--- config.mk ---
export PLATFORM = sky130hd
export DESIGN_NAME = seg7_mux_pwm
export DESIGN_NICKNAME = d
export VERILOG_FILES = /design/src/rtl/seg7_mux_pwm.sv
export SDC_FILE = /design/constraint.sdc
export NUM_CORES = 1
export LEC_CHECK = 0
export BUFFER_PORTS_ARGS = -buffer_cell sky130_fd_sc_hd__buf_2
export CORE_MARGIN = 1.5
export CORE_UTILIZATION = 50
export DETAILED_ROUTE_END_ITERATION = 8
export GPL_TIMING_DRIVEN = 0
export PLACE_DENSITY = 0.7
export SKIP_CTS_REPAIR_TIMING = 1
export SYNTH_ARGS = -nofsm -noshare
export SYNTH_HDL_FRONTEND = slang
export SYNTH_SLANG_ARGS = --single-unit
export TNS_END_PERCENT = 100
--- constraint.sdc ---
create_clock -name clk -period 2.9 [get_ports clk]
set_input_delay 0.145 -clock clk [delete_from_list [all_inputs] [get_ports clk]]
set_output_delay 0.145 -clock clk [all_outputs]
set_load 0.005 [all_outputs]
--- src/rtl/seg7_mux_pwm.sv ---
// seg7_mux_pwm: N-digit multiplexed 7-segment driver with per-slot PWM dimming and tear-free frame updates
module seg7_mux_pwm #(
    parameter int N_DIGITS    = 4,
    parameter int SLOT_CYCLES = 262144,
    parameter int DIM_W       = 4
) (
    input  logic                  clk,
    input  logic                  rst,
    input  logic                  en,
    input  logic                  dim_up,
    input  logic                  dim_dwn,
    output logic [DIM_W-1:0]      dim_val,
    input  logic                  x_wr,
    input  logic [4*N_DIGITS-1:0] x,
    input  logic [N_DIGITS-1:0]   x_dp,
    input  logic                  lz_blank,
    output logic [6:0]            seg,
    output logic                  dp,
    output logic [N_DIGITS-1:0]   an,
    output logic                  frame_pls
);
    localparam int SW = $clog2(SLOT_CYCLES);
    localparam int GW = N_DIGITS > 1 ? $clog2(N_DIGITS) : 1;
    localparam int OW = SW + DIM_W + 1;
    localparam logic [15:0][6:0] HEX = {7'h0E, 7'h06, 7'h21, 7'h46, 7'h03, 7'h08, 7'h10, 7'h00,
                                        7'h78, 7'h02, 7'h12, 7'h19, 7'h30, 7'h24, 7'h79, 7'h40};

    typedef enum logic [1:0] {IDLE, ON, OFF} state_t;

    state_t                r_state;
    logic [SW-1:0]         r_slot;
    logic [GW-1:0]         r_dig;
    logic [DIM_W-1:0]      r_dim_val;
    logic [DIM_W-1:0]      r_dim_act;
    logic [4*N_DIGITS-1:0] r_stg_x;
    logic [4*N_DIGITS-1:0] r_disp_x;
    logic [N_DIGITS-1:0]   r_stg_dp;
    logic [N_DIGITS-1:0]   r_disp_dp;
    logic                  r_pend;
    logic [N_DIGITS-1:0]   r_an;
    logic [6:0]            r_seg;
    logic                  r_dp;
    logic                  r_frame;

    logic [OW-1:0]         w_on;
    logic                  w_slot_end;
    logic                  w_last;
    logic                  w_fstart;
    logic                  w_cut;
    logic                  w_blank;
    logic [3:0]            w_nib;
    logic [GW-1:0]         w_dig_nx;

    assign w_on       = ((OW'(r_dim_act) + OW'(1)) * OW'(SLOT_CYCLES)) >> DIM_W;
    assign w_slot_end = r_slot == SW'(SLOT_CYCLES - 1);
    assign w_last     = r_dig == GW'(N_DIGITS - 1);
    assign w_fstart   = en && (r_state == IDLE || (w_slot_end && w_last));
    assign w_cut      = r_state == ON && OW'(r_slot) == w_on - OW'(1) && w_on < OW'(SLOT_CYCLES);
    assign w_nib      = r_disp_x[{r_dig, 2'b00} +: 4];
    assign w_blank    = lz_blank && r_dig != '0 && (r_disp_x >> {r_dig, 2'b00}) == '0;
    assign w_dig_nx   = w_last ? '0 : r_dig + 1'b1;

    always_ff @(posedge clk) begin
        if (rst) begin
            r_state   <= IDLE;
            r_slot    <= '0;
            r_dig     <= '0;
            r_dim_val <= '1;
            r_dim_act <= '1;
            r_stg_x   <= '0;
            r_stg_dp  <= '0;
            r_disp_x  <= '0;
            r_disp_dp <= '0;
            r_pend    <= 1'b0;
            r_an      <= '1;
            r_seg     <= 7'h7F;
            r_dp      <= 1'b1;
            r_frame   <= 1'b0;
        end else begin
            r_dim_val <= dim_up && !dim_dwn && r_dim_val != '1 ? r_dim_val + 1'b1 :
                         dim_dwn && !dim_up && r_dim_val != '0 ? r_dim_val - 1'b1 : r_dim_val;
            if (w_fstart)
                r_dim_act <= r_dim_val;
            if (w_fstart && x_wr) begin
                r_disp_x  <= x;
                r_disp_dp <= x_dp;
            end else if (w_fstart && r_pend) begin
                r_disp_x  <= r_stg_x;
                r_disp_dp <= r_stg_dp;
            end
            if (x_wr) begin
                r_stg_x  <= x;
                r_stg_dp <= x_dp;
            end
            r_pend  <= (x_wr || r_pend) && !w_fstart;
            r_frame <= w_fstart && r_state != IDLE;
            if (!en) begin
                r_state <= IDLE;
                r_slot  <= '0;
                r_dig   <= '0;
            end else if (r_state == IDLE) begin
                r_state <= ON;
                r_slot  <= '0;
                r_dig   <= '0;
            end else if (w_slot_end) begin
                r_state <= ON;
                r_slot  <= '0;
                r_dig   <= w_dig_nx;
            end else begin
                r_slot  <= r_slot + 1'b1;
                r_state <= w_cut ? OFF : r_state;
            end
            r_an  <= r_state == ON ? ~(N_DIGITS'(1) << r_dig) : '1;
            r_seg <= r_state != ON || w_blank ? 7'h7F : HEX[w_nib];
            r_dp  <= r_state == ON ? ~r_disp_dp[r_dig] : 1'b1;
        end
    end

    assign dim_val   = r_dim_val;
    assign an        = r_an;
    assign seg       = r_seg;
    assign dp        = r_dp;
    assign frame_pls = r_frame;
endmodule

## Word-level counts from Yosys, hierarchy flattened

Memories as Yosys holds them, arrays and structs flattened. A register that Yosys moved wholly into a read port is not among the register bits.
Cells that the tools add are included.

| cells by class | value |
|---|---|
| magnitude comparators | 2 |
| eq/ne operators | 6 |
| mux-type cells | 12 |
| shift-type cells | 3 |
| add/subtract/negate cells | 6 |
| reduce and logical (&&, ||, !) cells | 33 |
| bitwise gates (word level) | 4 |

Operator list:

| kind | count |
|---|---|
| 2-to-1 mux 16 bit | 2 |
| == test 18 x 23 -> 1 bit | 1 |
| subtractor 19 x 1 -> 20 bit, second input constant | 1 |
| < comparator 19 bit, second input constant | 1 |
| adder 18 x 1 -> 18 bit, second input constant | 1 |
| == test 18 bit, second input constant | 1 |
| logical NOT 16 bit | 1 |
| 2-to-1 mux 4 bit | 4 |
| variable part select 16 x 5 -> 4 bit | 1 |
| right shift 16 x 4 -> 16 bit | 1 |
| logical AND 1 bit | 14 |
| nonzero test 2 bit | 4 |
| OR reduction 2 bit | 3 |
| adder 4 x 1 -> 5 bit, second input constant | 1 |
| adder 4 x 1 -> 4 bit, second input constant | 1 |
| 2-to-1 mux 1 bit | 4 |
| != test 4 bit, second input constant | 1 |
| inverter 4 bit | 1 |
| nonzero test 4 bit | 1 |
| OR reduction 4 bit | 1 |
| << shifter 1 x 2 -> 4 bit, first input constant | 1 |
| subtractor 4 x 1 -> 4 bit, second input constant | 1 |
| logical NOT 1 bit | 3 |
| logical OR 1 bit | 3 |
| other kinds (11) | 13 |

| word-level totals | value |
|---|---|
| bits in registers | 77 |
| word-level logic and storage cells | 81 |
| input port bits | 27 |
| ROM bits | 112 |
| memories kept | 1 |

Memories:

| name | words | width | rd ports | clocked after Yosys merged registers in | wr ports | line | RTL |
|---|---|---|---|---|---|---|---|
| (name not given) | 16 | 7 | 1 | 1 | 0 | 114 | `r_seg <= r_state != ON \|\| w_blank ? 7'h7F : HEX[w_nib];` |

## Depth between registers and ports, before layout

Gate-level depths: netlist of the first run.

| logic depth | value |
|---|---|
| word-level depth | 8 |
| depth in mapped cells | 8 |
| mapped depth without buffers | 8 |

## Worst setup path after synthesis of the first run

Ideal clock, no wire load.

| timing path | value |
|---|---|
| path kind | reg2reg |
| start | register r_dig[0] |
| end | register r_seg[5] (netlist: seg[5]) |
| library setup time | 79 ps |
| cell stages (with the launch flop) | 9 |
| slack | 741 ps |
| path buffers | 1 |
| data arrival time | 2080 ps |
| cells stage by stage | dfxtp_1 buf_2 mux4_2 inv_1 ha_1 nor4b_1 nand3_1 o21a_1 o211ai_1 |

| on the way | value |
|---|---|
| cells in the longest elaborated chain, start to end | 5 |

RTL lines:

| element | line | RTL |
|---|---|---|
| start, declared | 32 | `logic [GW-1:0] r_dig;` |
| start signal, assigned | 108 | `r_dig <= w_dig_nx;` |
| right shift 16 x 4 -> 16 bit or nonzero test 2 bit (tied branches) | 60 | `assign w_blank = lz_blank && r_dig != '0 && (r_disp_x >> {r_dig, 2'b00}) == '0;` |
| logical NOT 16 bit or logical AND 1 bit (tied branches) | 60 |  |
| logical AND 1 bit | 60 |  |
| logical OR 1 bit | 114 |  |
| OR reduction 2 bit (no line) | - |  |
| end, declared | 41 | `logic [6:0] r_seg;` |

Several ways; a longest one is shown, not always the timed one.
A chain may end at the register's enable or synchronous reset.

## Final worst setup path of the first run

| timing path | value |
|---|---|
| start | register r_dig[0] |
| end | register r_seg[4] (netlist: seg[4]) |

Same word-level chain as after synthesis.

==> results.py, run 1 <==
metrics = {
    "critical_path": {
        "start_kind": "flop",
        "worstPathCellList": "buf_2 > mux4_2 > inv_1 > ha_1 > nor4b_1 > nand3_1 > o21a_1 > o221ai_1",
        "critPathArrivalTime_ns": 2.75,
        "rr_worst_depth": 8,
        "critPathKind": "flop to flop",
        "critPathLaunch": "r_dig[0]",
        "rrSetupSlack_ns": 0.42,
        "path_max_fanout": 10,
        "worst_path_largest_cell_delay_ns": 0.62,
        "cp.buffers_inverters": 2,
        "r2r_end": "seg[4]",
        "cp.depth": 8,
        "required_ns": 3.16,
        "cp-endpoint": "seg[4]",
        "crit_family": "multiplexers",
        "critPathCaptureType": "flop",
        "critical_path.slowest_cell": "mux4_2",
        "r2r_start": "r_dig[0]",
    },
    "timing": {
        "hold_viol_final": 0,
        "setup_violations": 0,
        "clock_skew_ns": 0.00853,
        "maxSlewViolCount": 0,
        "fmax_mhz": 403,
        "tightest_slew_ns": 0.748,
        "period_needed_ns": 2.48,
        "whs_ns": 0.0553,
        "setup_tns_ns": 0,
        "rsz0062_at_grt": "false",
        "layout_worst_path_cycle_share": 0.857,
        "slew_headroom": 0.501,
        "fin_ws_ns": 0.416,
    },
    "floorplan": {
        "die_w_um": 91.0,
        "dieArea_um2": 8280,
        "core_region_area_um2": 7370,
        "start_util": 0.525,
        "rows": 31,
        "fp.dieH_um": 91.0,
        "ios": 44,
    },
    "layout": {
        "drive_gt1_frac": 0.180,
        "multi_input_area_um2": 2030,
        "regArea_um2": 1680,
        "utilization": 0.597,
        "fill_cells": 678,
        "diodes": 0,
        "final_nets": 498,
        "area_growth_syn_to_layout_pct": 13.7,
    },
    "global_routing": {
        "grt_pass1_vias": 2873,
        "grt-ovfl-total": 0,
        "track_usage": 0.202,
        "grt_max_degree": 16,
        "antenna_found_initial": 0,
        "grt_pass1_wl_mm": 13.5,
    },
    "logic_synthesis": {
        "syn-num-nets": 445,
        "synthArstFlopShare": 0,
        "syn_area_per_cell_um2": 9.63,
        "synth_top_cell_area_share": 0.435,
        "ys_top_cells_by_count": "dfxtp_1 (84), nor2_1 (47), nand2_1 (36)",
        "synth_edf_count": 0,
        "yosysMostFrequentCell": "dfxtp_1",
        "ys_warn_count": 0,
        "synthTopCellsByArea": "dfxtp_1 (43%), mux2i_1 (6.2%), ha_1 (4.8%)",
        "synth_cell_types": 52,
        "syn-instance-count": 402,
        "ys.flop_type": "dfxtp_1",
        "synth_seq_cells": 84,
        "yosysTopAreaCell": "dfxtp_1",
        "netlist_area_um2": 3870,
        "yosysSeqAreaShare": 0.435,
    },
    "worst_hold_path": {
        "hold_class": "primary input to flop",
        "worstHoldPathCells": 3,
    },
    "placement": {
        "finalWeightedCongestion": 0.815,
        "dpl.hpwl_mm": 5.66,
        "dp_slack_ns": 0.404,
        "portBuffers": 42,
    },
    "outcome": {
        "outcome": "complete, no violations",
    },
    "power": {
        "leakagePower_nw": 1.65,
        "powerDensity_nw_per_um2": 543,
        "peakVddDrop_mv": 0.287,
    },
    "route": {
        "dr.first_iter.drc_count": 136,
        "drc": 0,
        "ant_nets": 0,
        "viasPerCell": 5.31,
        "wire_per_inst_um": 13.9,
        "dr.pass1.iters": 4,
        "vias": 2971,
        "totalWireLength_mm": 7.79,
    },
    "clock_network": {
        "cts_buffers": 9,
        "cts_tree": "yes",
        "htreeDepth": 3,
        "clk_pin_slew_worst_paths_ns": 0.09,
        "clk_latency_ns": 0.36,
        "root_buffer": "clkbuf_8",
        "cts_buffer_depth": 2,
        "cts.sinks": 84,
    },
    "run": {
        "cap_violations": 0,
    },
}
worst register-to-register path, cell delays in order, from the launching register on:
cell and delay [ns]:
dfxtp_1 0.37, buf_2 0.27, mux4_2 0.63, inv_1 0.16, ha_1 0.22, nor4b_1 0.23, nand3_1 0.10, o21a_1 0.28
o221ai_1 0.12
how the worst min path moves through the flow:
stage	startpoint	endpoint	slack (ns)
after floorplan	x_dp[0]	r_stg_dp[0]	0.31
after global placement	x[8]	r_stg_x[8]	0.42
after detailed placement	x[8]	r_stg_x[8]	0.42
after CTS	x[8]	r_stg_x[8]	0.04
after global routing	x[15]	r_stg_x[15]	0.07
final	x[10]	r_stg_x[10]	0.06
layout by cell type (no fill, tap or decap), types with 4 or more instances in the layout:
cell,Yosys,final
xor2_1,10,10
mux2i_1,24,24
o21ai_0,5,5
clkbuf_8,0,9
clkbuf_1,14,14
nand3b_1,22,22
ha_1,15,15
nand3_1,8,8
xnor2_1,14,14
nand2_1,36,36
nor2_1,47,47
o31ai_1,22,22
buf_1,4,4
inv_1,11,11
buf_2,3,45
dfxtp_1,84,84
nand2b_1,8,8
nor3_1,7,7
a21oi_1,10,10
mux4_2,6,6
kinds of logic (layout without fill, tap and decap cells):
logic type / after synthesis / count (layout) / synth area share
fa+ha+maj: 16 / 16 / 0.0537
simple gates: 155 / 155 / 0.213
xor+xnor: 24 / 24 / 0.0543
mux: 32 / 32 / 0.103
compound gates: 56 / 56 / 0.102
buf+inv: 35 / 93 / 0.0398
flops: 84 / 84 / 0.435
per-layer routing:
metal | part of all wire | up-vias | GRT usage
li1 | - | 1518 | -
met1 | 0.48 | 1394 | 0.264
met2 | 0.47 | 48 | 0.325
met3 | 0.035 | 11 | 0.0369
met4 | 0.017 | 0 | 0.0859
met5 | 0 | - | 0
layout make-up:
cell class	count	share of cell area
multi-input cells	283	0.462
clock buffers	9	0.0281
clock inverters	7	0.0168
plain buffers	24	0.0256
well taps	99	0.0281
flip-flops and latches	84	0.382
repair buffers	42	0.0478
inverters	11	0.00938
report_power, final:
group | total, mW | internal (mW) | switching (mW)
logic | 0.300 | 0.139 | 0.161
clock network | 0.850 | 0.404 | 0.446
registers | 1.24 | 1.20 | 0.0391
registers in the layout, summed over array words and instances (netlist names), 2 cells and up:
signal and count:
r_slot 18, r_dig 2, r_disp_x 16, r_dim_act 4, r_stg_dp 4, r_stg_x 16, an 4, r_state 2
seg 7, dim_val 4, r_disp_dp 4
stage by stage:
stage | power [mW] | std cells | instance area (µm²)
final | 2.39 | 559 | 4400
after global routing | 2.51 | 559 | 4400
after CTS | 2.41 | 559 | 4400
after detailed placement | 1.57 | 543 | 4200
after global placement | 1.56 | 543 | 4200
after floorplan | 1.48 | 402 | 3870
Power figures use the tool's default switching activity.
==> inputs of run 2 (changes only) <==
CORE_UTILIZATION = 58   (was 50)
PLACE_DENSITY = 0.79   (was 0.7)
==> run 2 against run 1 <==
Against the previous run: sequential power hardly changed; wire length shrank 1.8%; final cell count decreased by 4.1%; fmax is 1.5% higher; clock power decreased by 17%; clock skew barely moved; sequential share of layout area increased by 0.58 points; cell area shrank 1.5%; flip-flop and latch count unchanged; critical path depth did not move; setup slack gained 0.036 ns; non-clock buffer count did not move; critical path type unchanged; critical endpoint is now seg[5]; largest power group unchanged.
==> results.py, run 2 (synthesis results as in run 1) <==
metrics = {
    "route": {
        "dr.first_iter.drc_count": 144,
        "viasPerCell": 5.62,
        "vias": 3011,
        "dr.pass1.iters": 4,
        "wire_per_inst_um": 14.3,
        "ant_nets": 0,
        "totalWireLength_mm": 7.65,
        "drc": 0,
    },
    "critical_path": {
        "start_kind": "flop",
        "required_ns": 3.17,
        "critPathCaptureType": "flop",
        "critPathKind": "flop to flop",
        "path_max_fanout": 10,
        "critPathArrivalTime_ns": 2.72,
    },
    "power": {
        "totalPowerFinal_mw": 2.25,
        "p_sw_frac": 0.267,
        "power_frac_seq": 0.553,
        "internal_power_mw": 1.65,
        "powerDensity_nw_per_um2": 518,
        "leakagePower_nw": 1.62,
        "power_switching_uw": 601,
        "pwr-share-comb": 0.133,
        "peakVddDrop_mv": 0.376,
        "power_frac_clock": 0.315,
    },
    "timing": {
        "maxSlewViolCount": 0,
        "setup_violations": 0,
        "clock_skew_ns": 0.00856,
        "layout_worst_path_cycle_share": 0.844,
        "hold_viol_final": 0,
        "rsz0062_at_grt": "false",
        "slew_headroom": 0.461,
        "setup_tns_ns": 0,
        "fmax_mhz": 408,
        "whs_ns": 0.0542,
        "fin_ws_ns": 0.452,
        "tightest_slew_ns": 0.808,
        "period_needed_ns": 2.45,
    },
    "placement": {
        "placed_cells": 521,
        "dpl.hpwl_mm": 5.48,
        "finalWeightedCongestion": 0.898,
        "portBuffers": 42,
        "dp_slack_ns": 0.474,
        "placed_area_um2": 4180,
    },
    "layout": {
        "largest-register": "r_slot",
        "multi_input_area_um2": 2030,
        "final_cell_area_um2": 4340,
        "largestRegisters": "r_slot: 18 flops, r_disp_x: 16 flops, r_stg_x: 16 flops",
        "fill_cells": 552,
        "drive_gt1_frac": 0.174,
        "final_cell_count_no_fill": 536,
        "area_growth_syn_to_layout_pct": 12.0,
        "utilization": 0.679,
        "regArea_um2": 1680,
        "diodes": 0,
        "final_nets": 498,
        "layout_commonest_cell": "dfxtp_1",
        "largest_register_ffs": 18,
        "mostFrequentLayoutCells": "dfxtp_1 (84), nor2_1 (47), buf_2 (45), nand2_1 (36), mux2i_1 (24)",
    },
    "global_routing": {
        "track_usage": 0.221,
        "antenna_found_initial": 0,
        "grt_pass1_vias": 2837,
        "grt_pass1_wl_mm": 12.9,
        "grt-ovfl-total": 0,
        "grt_max_degree": 14,
    },
    "clock_network": {
        "cts_tree": "yes",
        "cts_buffer_depth": 2,
        "cts.sinks": 84,
        "htreeDepth": 3,
        "clk_pin_slew_worst_paths_ns": 0.08,
        "cts_buffers": 9,
        "clk_latency_ns": 0.35,
        "root_buffer": "clkbuf_8",
    },
    "floorplan": {
        "fp.dieH_um": 84.7,
        "ios": 44,
        "rows": 29,
        "dieArea_um2": 7170,
        "start_util": 0.606,
        "core_region_area_um2": 6390,
        "die_w_um": 84.7,
    },
    "run": {
        "cap_violations": 0,
    },
    "outcome": {
        "outcome": "complete, no violations",
    },
    "worst_hold_path": {
        "hold_class": "primary input to flop",
    },
}
==> run 2: cell types whose count changed in the layout (fill, tap and decap cells not counted) <==
| cell | before | now |
|---|---|---|
| bufinv_16 | 1 | 0 |
| clkbuf_1 | 14 | 16 |
| clkinv_2 | 2 | 1 |
| clkinvlp_4 | 1 | 3 |
| inv_6 | 3 | 0 |
==> run 2: worst max-delay path, cell delays in order (launching register included) <==
cell	delay, ns
dfxtp_1	0.36
buf_2	0.27
mux4_2	0.62
inv_1	0.15
ha_1	0.22
nor4b_1	0.23
nand3_1	0.10
o21a_1	0.29
o211ai_1	0.12
==> run 2: power by group through the flow <==
| stage | Combinational, mW | Sequential [mW] | Clock (mW) |
|---|---|---|---|
| after floorplan | 0.220 | 1.26 | 0 |
| after global placement | 0.288 | 1.27 | 0 |
| after detailed placement | 0.297 | 1.27 | 0 |
| after CTS | 0.299 | 1.24 | 0.715 |
| after global routing | 0.335 | 1.25 | 0.761 |
| final | 0.298 | 1.24 | 0.707 |
==> run 2: layout make-up <==
| cell class | instances | share of cell area |
|---|---|---|
| inverters | 11 | 0.00952 |
| clock inverters | 4 | 0.00635 |
| well taps | 77 | 0.0222 |
| clock buffers | 11 | 0.0303 |
| multi-input cells | 283 | 0.469 |
| flip-flops and latches | 84 | 0.388 |
| repair buffers | 42 | 0.0485 |
| plain buffers | 24 | 0.0260 |
==> run 2: routing by layer <==
layer	vias to the layer above	GRT usage	part of all wire
li1	1521	-	-
met1	1419	0.290	0.48
met2	63	0.367	0.47
met3	8	0.0383	0.038
met4	0	0.0821	0.0095
met5	-	0	0
==> run 2: final timing paths <==
| check | slack [ns] | cells after the start | to | start |
|---|---|---|---|---|
| max | 0.45 | 8 | seg[5] | r_dig[0] |
| min | 0.05 | 3 | r_stg_dp[0] | x_dp[0] |
| max reg2reg | 0.45 | 8 | seg[5] | r_dig[0] |
| min reg2reg | 0.45 | 1 | r_slot[0] | r_slot[0] |
==> inputs of run 3 (changes only) <==
CORE_UTILIZATION = 52   (was 58)
PLACE_DENSITY = 0.75   (was 0.79)
clock period = 2 ns   (was 2.9 ns; I/O delays follow)
==> run 3 against run 2 <==
Against the previous run: the flow now finishes with violations (setup timing); clock power increased by 58%; non-clock buffer count increased by 15; setup slack got worse by 0.57 ns; flip-flop and latch count unchanged; utilization decreased by 2.2 points; critical path depth decreased by 1; critical path type unchanged; largest power group unchanged.
==> results.py, run 3 (synthesis results as in run 1) <==
metrics = {
    "clock_network": {
        "cts.sinks": 84,
        "cts_tree": "yes",
        "cts_buffers": 9,
        "root_buffer": "clkbuf_8",
        "clk_latency_ns": 0.36,
        "cts_buffer_depth": 2,
        "clk_pin_slew_worst_paths_ns": 0.09,
        "htreeDepth": 3,
    },
    "placement": {
        "placed_cells": 543,
        "finalWeightedCongestion": 0.836,
        "dpl.hpwl_mm": 5.62,
        "placed_area_um2": 4220,
        "portBuffers": 42,
        "dp_slack_ns": -0.291,
    },
    "route": {
        "vias": 3121,
        "dr.pass1.iters": 4,
        "ant_nets": 0,
        "dr.first_iter.drc_count": 140,
        "wire_per_inst_um": 14.4,
        "viasPerCell": 5.44,
        "totalWireLength_mm": 8.24,
        "drc": 0,
    },
    "worst_hold_path": {
        "worstHoldPathCells": 3,
        "hold_class": "primary input to flop",
        "holdPathEnd": "r_stg_dp[2]",
        "holdCritStartpoint": "x_dp[2]",
    },
    "power": {
        "p_sw_frac": 0.277,
        "powerDensity_nw_per_um2": 723,
        "pwr-share-comb": 0.145,
        "power_switching_uw": 949,
        "power_frac_seq": 0.527,
        "internal_power_mw": 2.48,
        "power_frac_clock": 0.328,
        "totalPowerFinal_mw": 3.43,
        "leakagePower_nw": 1.80,
        "peakVddDrop_mv": 0.616,
    },
    "critical_path": {
        "critPathArrivalTime_ns": 2.37,
        "critPathKind": "flop to flop",
        "start_kind": "flop",
        "required_ns": 2.25,
        "r2r_start": "r_dig[0]",
        "critPathCaptureType": "flop",
        "path_max_fanout": 8,
        "rrSetupSlack_ns": -0.12,
        "critPathLaunch": "r_dig[0]",
        "r2r_end": "seg[3]",
        "rr_worst_depth": 7,
    },
    "layout": {
        "mostFrequentLayoutCells": "dfxtp_1 (71), nor2_1 (47), buf_2 (44), nand2_1 (36), mux2i_1 (24)",
        "fill_cells": 643,
        "diodes": 0,
        "largestRegisters": "r_slot: 18 flops, r_disp_x: 16 flops, r_stg_x: 16 flops",
        "largest-register": "r_slot",
        "drive_gt1_frac": 0.284,
        "final_nets": 513,
        "utilization": 0.657,
        "final_cell_area_um2": 4740,
        "layout_commonest_cell": "dfxtp_1",
        "area_growth_syn_to_layout_pct": 22.4,
        "largest_register_ffs": 18,
        "final_cell_count_no_fill": 574,
    },
    "floorplan": {
        "rows": 31,
        "die_w_um": 89.3,
        "dieArea_um2": 7970,
        "core_region_area_um2": 7210,
        "ios": 44,
        "fp.dieH_um": 89.3,
        "start_util": 0.536,
    },
    "timing": {
        "whs_ns": 0.00249,
        "maxSlewViolCount": 0,
        "fin_ws_ns": -0.118,
        "setup_violations": 7,
        "fmax_mhz": 472,
        "slew_headroom": 0.505,
        "period_needed_ns": 2.12,
        "hold_viol_final": 0,
        "rsz0062_at_grt": "true",
        "setup_tns_ns": -0.379,
        "layout_worst_path_cycle_share": 1.06,
        "tightest_slew_ns": 0.742,
        "clock_skew_ns": 0.00954,
    },
    "outcome": {
        "violations": "setup timing",
        "outcome": "complete, but fails checks",
    },
    "global_routing": {
        "antenna_found_initial": 0,
        "grt_max_degree": 16,
        "track_usage": 0.217,
        "grt_pass1_wl_mm": 13.4,
        "grt-ovfl-total": 0,
        "grt_pass1_vias": 2891,
    },
    "run": {
        "cap_violations": 0,
    },
}
## run 3: how the worst max path moves through the flow
stage	endpoint	slack, ns
floorplan	seg[3]	0.01
global placement	seg[6]	-0.21
detailed placement	seg[2]	-0.29
CTS	seg[2]	-0.32
global route	seg[3]	-0.19
finish	seg[3]	-0.12
## run 3: critical path, stage by stage (launching register included)
cell	delay [ns]
dfxtp_4	0.36
buf_8	0.12
mux4_2	0.59
buf_4	0.18
ha_1	0.20
mux4_2	0.47
inv_2	0.06
nand2_1	0.04
## run 3: power groups by stage
stage               clock network, mW  logic (mW)  registers, mW
floorplan                           0       0.320           1.83
global placement                    0       0.419           1.84
detailed placement                  0       0.436           1.84
CTS                              1.15       0.438           1.80
global route                     1.23       0.552           1.82
finish                           1.12       0.498           1.80
## run 3: routing by layer
metal	routed length (µm)	vias up	GRT usage
met3	303	18	0.0499
met1	3780	1493	0.281
met4	187	0	0.0797
li1	-	1548	-
met5	0	-	0
met2	3980	62	0.355
## run 3: final cells by class
type	instances	area (µm²)	share of cell area
Timing Repair Buffer	59	345	0.0729
Inverter	11	46.3	0.00977
Clock inverter	6	46.3	0.00977
Sequential cell	84	1710	0.361
Multi-Input combinational cell	283	2200	0.464
Buffer	22	128	0.0269
Clock buffer	10	138	0.0290
Tap cell	99	124	0.0261
